<file path="src/rtl/game_pkg.sv">
// Shared definitions for the score/fever game blocks: FSM state encoding
// and the digit constants understood by the seven-segment decoder.
package game_pkg;

  typedef enum logic {
    NORMAL = 1'b0,
    FEVER  = 1'b1
  } state_e;

  localparam logic [3:0] FEVER_DIGIT = 4'd10;  // decoder renders this as "F"
  localparam logic [3:0] BCD_MAX     = 4'd9;

endpackage : game_pkg

</file>
<file path="src/rtl/bcd_sat_adder.sv">
// Two-digit BCD adder for small increments (1 or 2) with the result
// clamped at 99 instead of wrapping.
module bcd_sat_adder
  import game_pkg::*;
(
  input  logic [3:0] tens,
  input  logic [3:0] ones,
  input  logic [1:0] inc,
  output logic [3:0] sum_tens,
  output logic [3:0] sum_ones
);

  logic [4:0] ones_sum;
  logic [4:0] ones_wrap;

  // NOTE: every output of a combinational block gets a default first, so no path leaves it unassigned and no latch is inferred.
  always_comb begin
    ones_sum  = {1'b0, ones} + {3'b000, inc};
    ones_wrap = ones_sum - 5'd10;
    sum_tens  = tens;
    sum_ones  = ones_sum[3:0];
    if (ones_sum > {1'b0, BCD_MAX}) begin
      if (tens == BCD_MAX) begin
        // A carry out of 9x can only overshoot 99, so clamp both digits.
        sum_tens = BCD_MAX;
        sum_ones = BCD_MAX;
      end else begin
        sum_tens = tens + 4'd1;
        sum_ones = ones_wrap[3:0];
      end
    end
  end

endmodule : bcd_sat_adder

</file>
<file path="src/rtl/fever_score_counter.sv">
// Hit/miss score keeper: a run of COMBO_TARGET hits starts a timed fever
// mode in which each hit is worth 2 and the tens display shows "F".
module fever_score_counter
  import game_pkg::*;
#(
  parameter int COMBO_TARGET = 5,
  parameter int FEVER_CYCLES = 250000000
) (
  input  logic       clk,
  input  logic       rst_n,
  input  logic       hit,
  input  logic       miss,
  input  logic       clear,
  output logic [3:0] ones_digit,
  output logic [3:0] tens_digit,
  output logic       fever_active
);

  localparam int             TW         = $clog2(FEVER_CYCLES + 1);
  localparam logic [TW-1:0]  TIMER_LOAD = TW'(FEVER_CYCLES - 1);
  localparam logic [3:0]     COMBO_MAX  = 4'(COMBO_TARGET);

  state_e          state_q, state_d;
  logic [3:0]      combo_q, combo_d;
  logic [TW-1:0]   timer_q, timer_d;
  logic [3:0]      tens_q, tens_d;
  logic [3:0]      ones_q, ones_d;
  logic [3:0]      disp_tens_q, disp_tens_d;
  logic [1:0]      inc;
  logic [3:0]      sum_tens, sum_ones;

  assign inc = (state_q == FEVER) ? 2'd2 : 2'd1;

  bcd_sat_adder u_adder (
    .tens     (tens_q),
    .ones     (ones_q),
    .inc      (inc),
    .sum_tens (sum_tens),
    .sum_ones (sum_ones)
  );

  always_comb begin
    state_d = state_q;
    combo_d = combo_q;
    timer_d = timer_q;
    tens_d  = tens_q;
    ones_d  = ones_q;
    if (clear) begin
      state_d = NORMAL;
      combo_d = '0;
      timer_d = '0;
      tens_d  = '0;
      ones_d  = '0;
    end else if (miss) begin
      // Miss wins over a simultaneous hit: the hit is dropped entirely.
      state_d = NORMAL;
      combo_d = '0;
      timer_d = '0;
    end else begin
      unique case (state_q)
        NORMAL: begin
          if (hit) begin
            tens_d = sum_tens;
            ones_d = sum_ones;
            if (combo_q + 4'd1 >= COMBO_MAX) begin
              state_d = FEVER;
              timer_d = TIMER_LOAD;
              combo_d = '0;
            end else begin
              combo_d = combo_q + 4'd1;
            end
          end
        end
        FEVER: begin
          if (hit) begin
            tens_d = sum_tens;
            ones_d = sum_ones;
          end
          // Timer counts the remaining fever cycles after this one.
          if (timer_q == '0) begin
            state_d = NORMAL;
          end else begin
            timer_d = timer_q - 1'b1;
          end
        end
        default: state_d = NORMAL;
      endcase
    end
    disp_tens_d = (state_d == FEVER) ? FEVER_DIGIT : tens_d;
  end

  // NOTE: sequential state uses non-blocking assignments only, and the asynchronous reset clears every flop regardless of clk.
  always_ff @(posedge clk or negedge rst_n) begin
    if (!rst_n) begin
      state_q     <= NORMAL;
      combo_q     <= '0;
      timer_q     <= '0;
      tens_q      <= '0;
      ones_q      <= '0;
      disp_tens_q <= '0;
    end else begin
      state_q     <= state_d;
      combo_q     <= combo_d;
      timer_q     <= timer_d;
      tens_q      <= tens_d;
      ones_q      <= ones_d;
      disp_tens_q <= disp_tens_d;
    end
  end

  assign ones_digit   = ones_q;
  assign tens_digit   = disp_tens_q;
  assign fever_active = (state_q == FEVER);

endmodule : fever_score_counter
</file>
<file path="config.mk">
export PLATFORM = sky130hd
export DESIGN_NAME = fever_score_counter
export DESIGN_NICKNAME = d
export VERILOG_FILES = /design/src/rtl/game_pkg.sv /design/src/rtl/bcd_sat_adder.sv /design/src/rtl/fever_score_counter.sv
export SDC_FILE = /design/constraint.sdc
export NUM_CORES = 1
export LEC_CHECK = 0
export CAP_MARGIN = 25
export CORE_ASPECT_RATIO = 0.9
export CORE_MARGIN = 2
export CORE_UTILIZATION = 65
export CTS_CLUSTER_SIZE = 16
export DETAILED_ROUTE_END_ITERATION = 16
export DONT_BUFFER_PORTS = 1
export GPL_TIMING_DRIVEN = 0
export HOLD_SLACK_MARGIN = 0.1
export PLACE_DENSITY = 0.81
export SLEW_MARGIN = 0
export SYNTH_ARGS = -nofsm -noshare
export SYNTH_HDL_FRONTEND = slang
export SYNTH_SLANG_ARGS = --single-unit
</file>
<file path="constraint.sdc">
create_clock -name clk -period 4.54 [get_ports clk]
set_input_delay 0.681 -clock clk [delete_from_list [all_inputs] [get_ports clk]]
set_output_delay 0.681 -clock clk [all_outputs]
set_load 0.01 [all_outputs]
</file>
==> flow_summary.html, run 1 <==
<table>
<tr><th>Metric</th><th>Value</th></tr>
<tr><th colspan="2">Outcome</th></tr>
<tr><td>Outcome</td><td>completed</td></tr>
<tr><th colspan="2">Final layout</th></tr>
<tr><td>Final net count</td><td>347</td></tr>
<tr><td>Share of cells above drive strength 1</td><td>7.53%</td></tr>
<tr><td>Syn-to-layout area delta</td><td>7.77%</td></tr>
<tr><td>Total inserted antenna cells</td><td>0</td></tr>
<tr><td>Fill cells</td><td>347</td></tr>
<tr><th colspan="2">Logic synthesis</th></tr>
<tr><td>Number of synthesized register bits</td><td>45</td></tr>
<tr><td>Number of warnings issued by yosys</td><td>0</td></tr>
<tr><td>Post-synthesis average cell area</td><td>about 9.0 µm²</td></tr>
<tr><td>Count of flip-flops with a built-in enable after synthesis</td><td>0</td></tr>
<tr><td>Commonest register cell after synthesis</td><td>dfrtp_1</td></tr>
<tr><td>Area of the mapped netlist</td><td>around 0.0029 mm²</td></tr>
<tr><td>Proportion of register bits with asynchronous set or reset after synthesis</td><td>100%</td></tr>
<tr><td>Count of different cell masters after synthesis</td><td>58</td></tr>
<tr><td>Sequential-to-total area share from yosys stat</td><td>38.8%</td></tr>
<tr><td>Instance count of the mapped netlist</td><td>approximately 320</td></tr>
<tr><td>Total nets after synthesis</td><td>339</td></tr>
<tr><th colspan="2">Clocking</th></tr>
<tr><td>CTS clock-pin slew for the worst setup and hold paths</td><td>around 90 ps</td></tr>
<tr><td>Clock latency of the later-clocked register in the worst-skew pair</td><td>310 ps</td></tr>
<tr><td>H-tree levels</td><td>2</td></tr>
<tr><td>Num CTS Buffers</td><td>5</td></tr>
<tr><td>Clock tree buffer depth</td><td>2</td></tr>
<tr><td>Clock tree from TritonCTS</td><td>done</td></tr>
<tr><td>Root Driver</td><td>clkbuf_8</td></tr>
<tr><td>Sink count of the clock tree</td><td>45</td></tr>
<tr><th colspan="2">GRT</th></tr>
<tr><td>Number of global-route vias before repair</td><td>2503</td></tr>
<tr><td>Maximum number of pins on one net before global-route repair</td><td>46</td></tr>
<tr><td>First-pass GRT wire length</td><td>12000 µm</td></tr>
<tr><td>Number of antenna violations at the first check in global routing</td><td>0</td></tr>
<tr><td>Overall routing resource usage</td><td>31.8%</td></tr>
<tr><td>GRT Residual Overflow</td><td>0</td></tr>
<tr><th colspan="2">Setup path</th></tr>
<tr><td>Endpoint arrival time on the critical path</td><td>3810 ps</td></tr>
<tr><td>Critical R2R Launch</td><td>fever_active</td></tr>
<tr><td>Class of the most critical setup path</td><td>flop to flop</td></tr>
<tr><td>Peak fanout along the critical path</td><td>9</td></tr>
<tr><td>Sort of element at the end of the critical path</td><td>flop</td></tr>
<tr><td>Worst reg-to-reg path cell count</td><td>10</td></tr>
<tr><td>Required time of the critical path</td><td>4710 ps</td></tr>
<tr><td>Critical Path Source Type</td><td>flop</td></tr>
<tr><td>FF-to-FF End</td><td>tens_digit[1]</td></tr>
<tr><td>Setup slack of the most critical reg-to-reg path</td><td>900 ps</td></tr>
<tr><th colspan="2">STA</th></tr>
<tr><td>Max Fclk</td><td>274 MHz</td></tr>
<tr><td>Actual transition at the worst max-transition pin</td><td>between 700 and 800 ps</td></tr>
<tr><td>Final hold violation count</td><td>0</td></tr>
<tr><td>Setup TNS</td><td>0 ps</td></tr>
<tr><td>Ratio of final minimum period to clock period</td><td>80.3%</td></tr>
<tr><td>Final critical delay including setup and external delays</td><td>3640 ps</td></tr>
<tr><td>Count of final max-slew check failures</td><td>0</td></tr>
<tr><td>Layout Skew</td><td>11.0 ps</td></tr>
<tr><td>Final setup margin</td><td>around 900 ps</td></tr>
<tr><td>RSZ-0062 raised after global routing</td><td>false</td></tr>
<tr><td>Worst slew margin</td><td>52.4%</td></tr>
<tr><td>Setup-failing EPs final</td><td>0</td></tr>
<tr><th colspan="2">Flow run</th></tr>
<tr><td>Count of max-cap constraint violations</td><td>0</td></tr>
<tr><th colspan="2">Placed design</th></tr>
<tr><td>Post-Place Setup Slack</td><td>around 950 ps</td></tr>
<tr><td>RePlAce Congestion</td><td>0.937</td></tr>
<tr><td>Buffers on Ports</td><td>0</td></tr>
<tr><td>Detailed placement HPWL</td><td>4920 µm</td></tr>
<tr><th colspan="2">Floorplan</th></tr>
<tr><td>Initial Utilization</td><td>roughly 66%</td></tr>
<tr><td>Floorplan die area</td><td>0.00501 mm²</td></tr>
<tr><td>Total number of placement rows</td><td>23</td></tr>
<tr><td>Core footprint</td><td>about 0.0044 mm²</td></tr>
<tr><td>Io pins</td><td>14</td></tr>
<tr><td>Die span in y</td><td>67.4 µm</td></tr>
<tr><td>Chip width</td><td>about 74 µm</td></tr>
<tr><th colspan="2">Routing</th></tr>
<tr><td>Detailed-route via count</td><td>2690</td></tr>
<tr><td>Final routed DRC violation total</td><td>0</td></tr>
<tr><td>Avg Vias per Cell</td><td>approximately 6.8</td></tr>
<tr><td>Average wire per cell in the routed design</td><td>around 18 µm</td></tr>
<tr><td>Routed Wire Length</td><td>7250 µm</td></tr>
<tr><td>Number of iterations in the first detailed-routing pass</td><td>6</td></tr>
<tr><td>Number of nets still failing antenna checks after routing</td><td>0</td></tr>
<tr><td>Starting DRT DRC Count</td><td>355</td></tr>
<tr><th colspan="2">Min path</th></tr>
<tr><td>Hold/Removal Path Class</td><td>input pin to async pin</td></tr>
<tr><th colspan="2">Pwr</th></tr>
<tr><td>Leakage</td><td>1.35 nW</td></tr>
<tr><td>Cell Pwr Density</td><td>249 mW/mm²</td></tr>
<tr><td>VDD IR max</td><td>0.221 mV</td></tr>
</table>
placed cells by master, fill, tap and decap left out, drive strengths merged, types with 2 or more instances in the layout:
master   n
o31a     2
a211oi   9
o211ai   2
o221a    2
nor2b    3
inv     15
or2      3
mux2i    3
nor3    15
dfrtp   45
a311oi  11
buf      6
o41ai    6
a32o     3
nor4     7
a21oi    6
clkbuf  17
o21ai   20
or3      7
a31oi   19
and2     4
nand2   24
and3     2
nor3b    2
o311ai   3
a32oi    2
nand4    3
o21a     3
nand2b   7
or4      2
xor2     2
nor2    30
ha      10
nand3   12
o31ai    5
a21o     3
area by class of cell:
cell class	instances	area (µm²)	area share, %
buffer	16	90.1	2.88
timing repair buffer	1	27.5	0.881
clock buffer	6	82.6	2.64
clock inverter	2	37.5	1.20
multi-input combinational	246	1620	52.0
tap	62	77.6	2.48
sequential	45	1130	36.0
inverter	16	60.1	1.92
cells in the mapped netlist, types with 2 or more instances:
cell	count	area, µm²
a32oi_1	2	17.5
buf_6	4	45.0
mux2i_1	3	30.0
o31ai_1	4	30.0
o211ai_1	2	15.0
a211oi_1	9	67.6
nor2_1	29	109
or3_1	6	37.5
nand2_1	24	90.1
nand2b_1	7	43.8
o41ai_1	6	52.6
xor2_1	2	17.5
nand3_1	12	60.1
a31oi_1	19	119
dfrtp_1	45	1130
ha_1	10	125
a21oi_1	6	30.0
nor3b_1	2	15.0
nand4_1	3	18.8
and2_1	4	25.0
nor3_1	14	70.1
a32o_1	3	30.0
inv_1	15	56.3
and3_1	2	12.5
o21ai_0	20	100
a311oi_1	11	96.3
nor2b_1	3	18.8
a21o_1	3	22.5
clkbuf_1	11	41.3
or2_2	3	18.8
o221a_2	2	22.5
o21a_1	3	22.5
o311ai_0	3	26.3
o31a_1	2	17.5
nor4_1	6	37.5
kinds of logic (layout without fill, tap and decap cells):
logic type / Yosys count / count (layout) / share of synthesized area (%)
and+or+nand+nor: 126 / 126 / 23.3
AOI/OAI and AO/OA: 102 / 102 / 25.4
DFF: 45 / 45 / 38.8
buffers and inverters: 32 / 41 / 5.18
adders and majority gates: 11 / 11 / 5.00
muxes: 4 / 4 / 1.42
xor gates and xnor gates: 3 / 3 / 0.906
worst max path at each step:
stage	start	endpoint	slack (ps)	cells past startpoint
final	fever_active	tens_digit[1]	900	10
after global routing	fever_active	tens_digit[1]	490	12
after CTS	fever_active	tens_digit[1]	930	10
after detailed placement	fever_active	tens_digit[1]	950	10
after global placement	fever_active	tens_digit[1]	940	10
after floorplan	fever_active	tens_digit[1]	1450	12
stage by stage:
step                cell area [µm²]  power (mW)  util, %  instances  hold slack, ps
floorplan                      2900       0.445        -        323             385
global placement               2980       0.454     68.1        385             386
detailed placement             2980       0.455     68.1        385             386
CTS                            3130       0.781     71.5        394             217
global route                   3130       0.811     71.5        394             217
finish                         3130       0.779     71.5        394             200
power by group:
group / internal [mW] / switching, mW / total, mW
clock: 0.179 / 0.141 / 0.320
sequential: 0.403 / 0.00336 / 0.406
combinational: 0.0165 / 0.0359 / 0.0524
total: 0.598 / 0.181 / 0.779
sequential cells by signal, summed over array words and instances (netlist names):
name	cells
tens_digit	4
tens_q	4
timer_q	28
ones_digit	4
fever_active	1
combo_q	4
metal layers:
layer  track usage (%)  vias to the layer above  wire [µm]
li1                  -                     1250          -
met2              48.0                      152       3210
met4              8.71                        0         88
met1              45.9                     1273       3250
met5                 0                        -          0
met3              7.61                       15        704
worst max-delay path, cell delays in order, from the launching register on:
cell	delay [ps]
dfrtp_1	540
clkinv_1	440
fa_1	600
xnor2_1	420
inv_1	90
ha_1	250
nor3b_1	240
o21ai_0	110
o21ai_0	420
mux2i_1	290
o22ai_1	110
timing repair:
item / 4_1_cts / 5_1_grt
buffers inserted: 0 / 0
setup endpoints to repair: 0 / 0
endpoints found under the hold margin: 45 / 0
resized for setup: 0 / 0
hold buffers: 1 / 0
Note: power is estimated with default switching activity, not from simulation.
==> inputs of run 2 (changes only) <==
--- a/config.mk
+++ b/config.mk
@@ -8,13 +8,13 @@
 export CAP_MARGIN = 25
 export CORE_ASPECT_RATIO = 0.9
 export CORE_MARGIN = 2
-export CORE_UTILIZATION = 65
+export CORE_UTILIZATION = 57
 export CTS_CLUSTER_SIZE = 16
 export DETAILED_ROUTE_END_ITERATION = 16
 export DONT_BUFFER_PORTS = 1
 export GPL_TIMING_DRIVEN = 0
 export HOLD_SLACK_MARGIN = 0.1
-export PLACE_DENSITY = 0.81
+export PLACE_DENSITY = 0.75
 export SLEW_MARGIN = 0
 export SYNTH_ARGS = -nofsm -noshare
 export SYNTH_HDL_FRONTEND = slang
==> constraint.sdc (replaced) <==
create_clock -name clk -period 3.26 [get_ports clk]
set_input_delay 0.489 -clock clk [delete_from_list [all_inputs] [get_ports clk]]
set_output_delay 0.489 -clock clk [all_outputs]
set_load 0.01 [all_outputs]
==> run 2 against run 1 <==
Against the previous run: sequential power increased by 39%; maximum frequency is 19% higher; critical endpoint is now tens_digit[3]; global-route usage down 2.4 points; routed wire length grew 7.1%; sequential share of layout area shrank 0.33 points; first-iteration DRC count is 12% lower; largest cell class unchanged; hold slack improved by 240 ps.
==> flow_summary.html, run 2 (synthesis results as in run 1) <==
<table>
<tr><th>Metric</th><th>Value</th></tr>
<tr><th colspan="2">Final layout</th></tr>
<tr><td>Multi-input combinational cell area</td><td>approximately 0.0016 mm²</td></tr>
<tr><td>Register with the most flip-flops</td><td>timer_q</td></tr>
<tr><td>Final net count</td><td>349</td></tr>
<tr><td>Share of cells above drive strength 1</td><td>8.68%</td></tr>
<tr><td>Sequential cell area in the final layout</td><td>0.00113 mm²</td></tr>
<tr><td>Most common cell after layout, fill and taps aside</td><td>dfrtp_1</td></tr>
<tr><td>Total inserted antenna cells</td><td>0</td></tr>
<tr><td>Syn-to-layout area delta</td><td>8.89%</td></tr>
<tr><td>Fill cells</td><td>approximately 410</td></tr>
<tr><td>Max reg flops</td><td>28</td></tr>
<tr><td>Commonest non-fill, non-tap cells in the layout</td><td>dfrtp_1, nor2_1, nand2_1</td></tr>
<tr><th colspan="2">Flow run</th></tr>
<tr><td>Count of max-cap constraint violations</td><td>0</td></tr>
<tr><th colspan="2">STA</th></tr>
<tr><td>Worst slew margin</td><td>48.1%</td></tr>
<tr><td>Actual transition at the worst max-transition pin</td><td>776 ps</td></tr>
<tr><td>Final critical delay including setup and external delays</td><td>3050 ps</td></tr>
<tr><td>Final setup margin</td><td>210 ps</td></tr>
<tr><td>Max Fclk</td><td>328 MHz</td></tr>
<tr><td>Ratio of final minimum period to clock period</td><td>93.6%</td></tr>
<tr><td>Final hold violation count</td><td>0</td></tr>
<tr><td>RSZ-0062 raised after global routing</td><td>true</td></tr>
<tr><td>Count of final max-slew check failures</td><td>0</td></tr>
<tr><td>Layout Skew</td><td>11.4 ps</td></tr>
<tr><td>Setup TNS</td><td>0 ps</td></tr>
<tr><td>Setup-failing EPs final</td><td>0</td></tr>
<tr><th colspan="2">GRT</th></tr>
<tr><td>Number of global-route vias before repair</td><td>approximately 2.6k</td></tr>
<tr><td>Overall routing resource usage</td><td>29.4%</td></tr>
<tr><td>Number of antenna violations at the first check in global routing</td><td>0</td></tr>
<tr><td>GRT Residual Overflow</td><td>0</td></tr>
<tr><td>First-pass GRT wire length</td><td>12900 µm</td></tr>
<tr><td>Maximum number of pins on one net before global-route repair</td><td>46</td></tr>
<tr><th colspan="2">Routing</th></tr>
<tr><td>Average wire per cell in the routed design</td><td>19.5 µm</td></tr>
<tr><td>Routed Wire Length</td><td>7760 µm</td></tr>
<tr><td>Starting DRT DRC Count</td><td>about 310</td></tr>
<tr><td>Avg Vias per Cell</td><td>6.82</td></tr>
<tr><td>Detailed-route via count</td><td>2721</td></tr>
<tr><td>Final routed DRC violation total</td><td>0</td></tr>
<tr><td>Number of nets still failing antenna checks after routing</td><td>0</td></tr>
<tr><td>Number of iterations in the first detailed-routing pass</td><td>5</td></tr>
<tr><th colspan="2">Pwr</th></tr>
<tr><td>Register share of total power</td><td>51.5%</td></tr>
<tr><td>Comb pwr share</td><td>7.0%</td></tr>
<tr><td>Design Power</td><td>1.10 mW</td></tr>
<tr><td>Cell Pwr Density</td><td>between 300 and 400 mW/mm²</td></tr>
<tr><td>Net Sw Frac</td><td>23.9%</td></tr>
<tr><td>Clk network pwr share</td><td>41.5%</td></tr>
<tr><td>Switching Power</td><td>0.263 mW</td></tr>
<tr><td>VDD IR max</td><td>around 0.26 mV</td></tr>
<tr><td>Internal Dissipation</td><td>roughly 0.84 mW</td></tr>
<tr><td>Leakage</td><td>~1.4 nW</td></tr>
<tr><th colspan="2">Placed design</th></tr>
<tr><td>Post-Place Setup Slack</td><td>-326 ps</td></tr>
<tr><td>Detailed placement HPWL</td><td>between 5000 and 6000 µm</td></tr>
<tr><td>RePlAce Congestion</td><td>0.938</td></tr>
<tr><td>Buffers on Ports</td><td>0</td></tr>
<tr><th colspan="2">Clocking</th></tr>
<tr><td>H-tree levels</td><td>2</td></tr>
<tr><td>Root Driver</td><td>clkbuf_8</td></tr>
<tr><td>Clock tree from TritonCTS</td><td>done</td></tr>
<tr><td>Clock latency of the later-clocked register in the worst-skew pair</td><td>310 ps</td></tr>
<tr><td>CTS clock-pin slew for the worst setup and hold paths</td><td>90 ps</td></tr>
<tr><td>Sink count of the clock tree</td><td>45</td></tr>
<tr><td>Clock tree buffer depth</td><td>2</td></tr>
<tr><td>Num CTS Buffers</td><td>5</td></tr>
<tr><th colspan="2">Setup path</th></tr>
<tr><td>Critical Path Source Type</td><td>flop</td></tr>
<tr><td>Required time of the critical path</td><td>3470 ps</td></tr>
<tr><td>Peak fanout along the critical path</td><td>9</td></tr>
<tr><td>Endpoint arrival time on the critical path</td><td>3260 ps</td></tr>
<tr><td>Sort of element at the end of the critical path</td><td>flop</td></tr>
<tr><td>Class of the most critical setup path</td><td>flop to flop</td></tr>
<tr><th colspan="2">Floorplan</th></tr>
<tr><td>Total number of placement rows</td><td>24</td></tr>
<tr><td>Io pins</td><td>14</td></tr>
<tr><td>Core footprint</td><td>0.00486 mm²</td></tr>
<tr><td>Chip width</td><td>79.2 µm</td></tr>
<tr><td>Die span in y</td><td>71.7 µm</td></tr>
<tr><td>Initial Utilization</td><td>59.6%</td></tr>
<tr><td>Floorplan die area</td><td>0.00568 mm²</td></tr>
<tr><th colspan="2">Min path</th></tr>
<tr><td>Hold/Removal Path Class</td><td>input pin to flop</td></tr>
<tr><th colspan="2">Outcome</th></tr>
<tr><td>Outcome</td><td>completed</td></tr>
</table>
run 2: changes by cell type in the layout (fill, tap and decap cells not counted), sizes merged:
| cell | change |
|---|---|
| inv | +1 |
| dlygate4sd3 | +1 |
| clkinvlp | -1 |
| clkbuf | +1 |
| clkinv | -1 |
| buf | +1 |
run 2: layout make-up:
class	count	share of cell area (%)
flip-flops and latches	45	35.7
clock buffers	7	2.73
repair buffers	3	1.43
well taps	65	2.58
plain buffers	16	2.85
inverters	16	1.98
clock inverters	1	0.951
multi-input cells	246	51.8
run 2: worst paths after layout:
kind / from / endpoint / slack [ps] / cells after the start
min in group asynchronous: rst_n / ones_digit[1] / 710 / 2
worst min register to register: timer_q[22] / timer_q[22] / 530 / 1
worst min-delay path: hit / combo_q[0] / 440 / 3
worst max register to register: fever_active / tens_digit[3] / 210 / 12
max in group asynchronous: rst_n / timer_q[7] / 2330 / 2
worst max-delay path: fever_active / tens_digit[3] / 210 / 12
run 2: stage by stage:
step / cells / util [%] / hold slack (ps) / area [µm²]
3_3_place_gp: 388 / 61.3 / 194 / 2980
3_5_place_dp: 388 / 61.3 / 194 / 2980
6_report: 399 / 64.9 / 445 / 3160
5_1_grt: 399 / 64.9 / 459 / 3160
2_1_floorplan: 323 / - / 193 / 2900
4_1_cts: 399 / 64.8 / 440 / 3150
run 2: worst max-delay path, cell delays in order (launching register included):
cell and delay [ps]:
dfrtp_2 500, inv_4 160, ha_1 210, inv_1 60
fa_1 450, xnor2_2 180, inv_1 60, ha_1 240
nor3b_1 260, o211ai_1 130, o21ai_1 170, mux2_2 370
a21o_1 160
run 2: repair_timing:
action,4_1_cts,5_1_grt
pin swaps,1,0
gates cloned,0,0
hold buffers,2,0
buffers inserted,1,0
endpoints found under the hold margin,45,0
setup endpoints to repair,7,7
gates resized for setup,3,4
run 2: per-layer routing:
layer | global-route usage, % | share of wire (%)
met2 | 42.7 | 45
met3 | 6.68 | 8.4
met1 | 41.9 | 46
met5 | 0 | 0
met4 | 13.8 | 1.4
run 2: power by group through the flow:
stage                     Clock, mW  Sequential (mW)  Combinational (mW)
after detailed placement          0            0.577              0.0570
after CTS                     0.459            0.566              0.0764
after global routing          0.476            0.566              0.0880
after floorplan                   0            0.576              0.0442
after global placement            0            0.577              0.0563
final                         0.456            0.566              0.0774
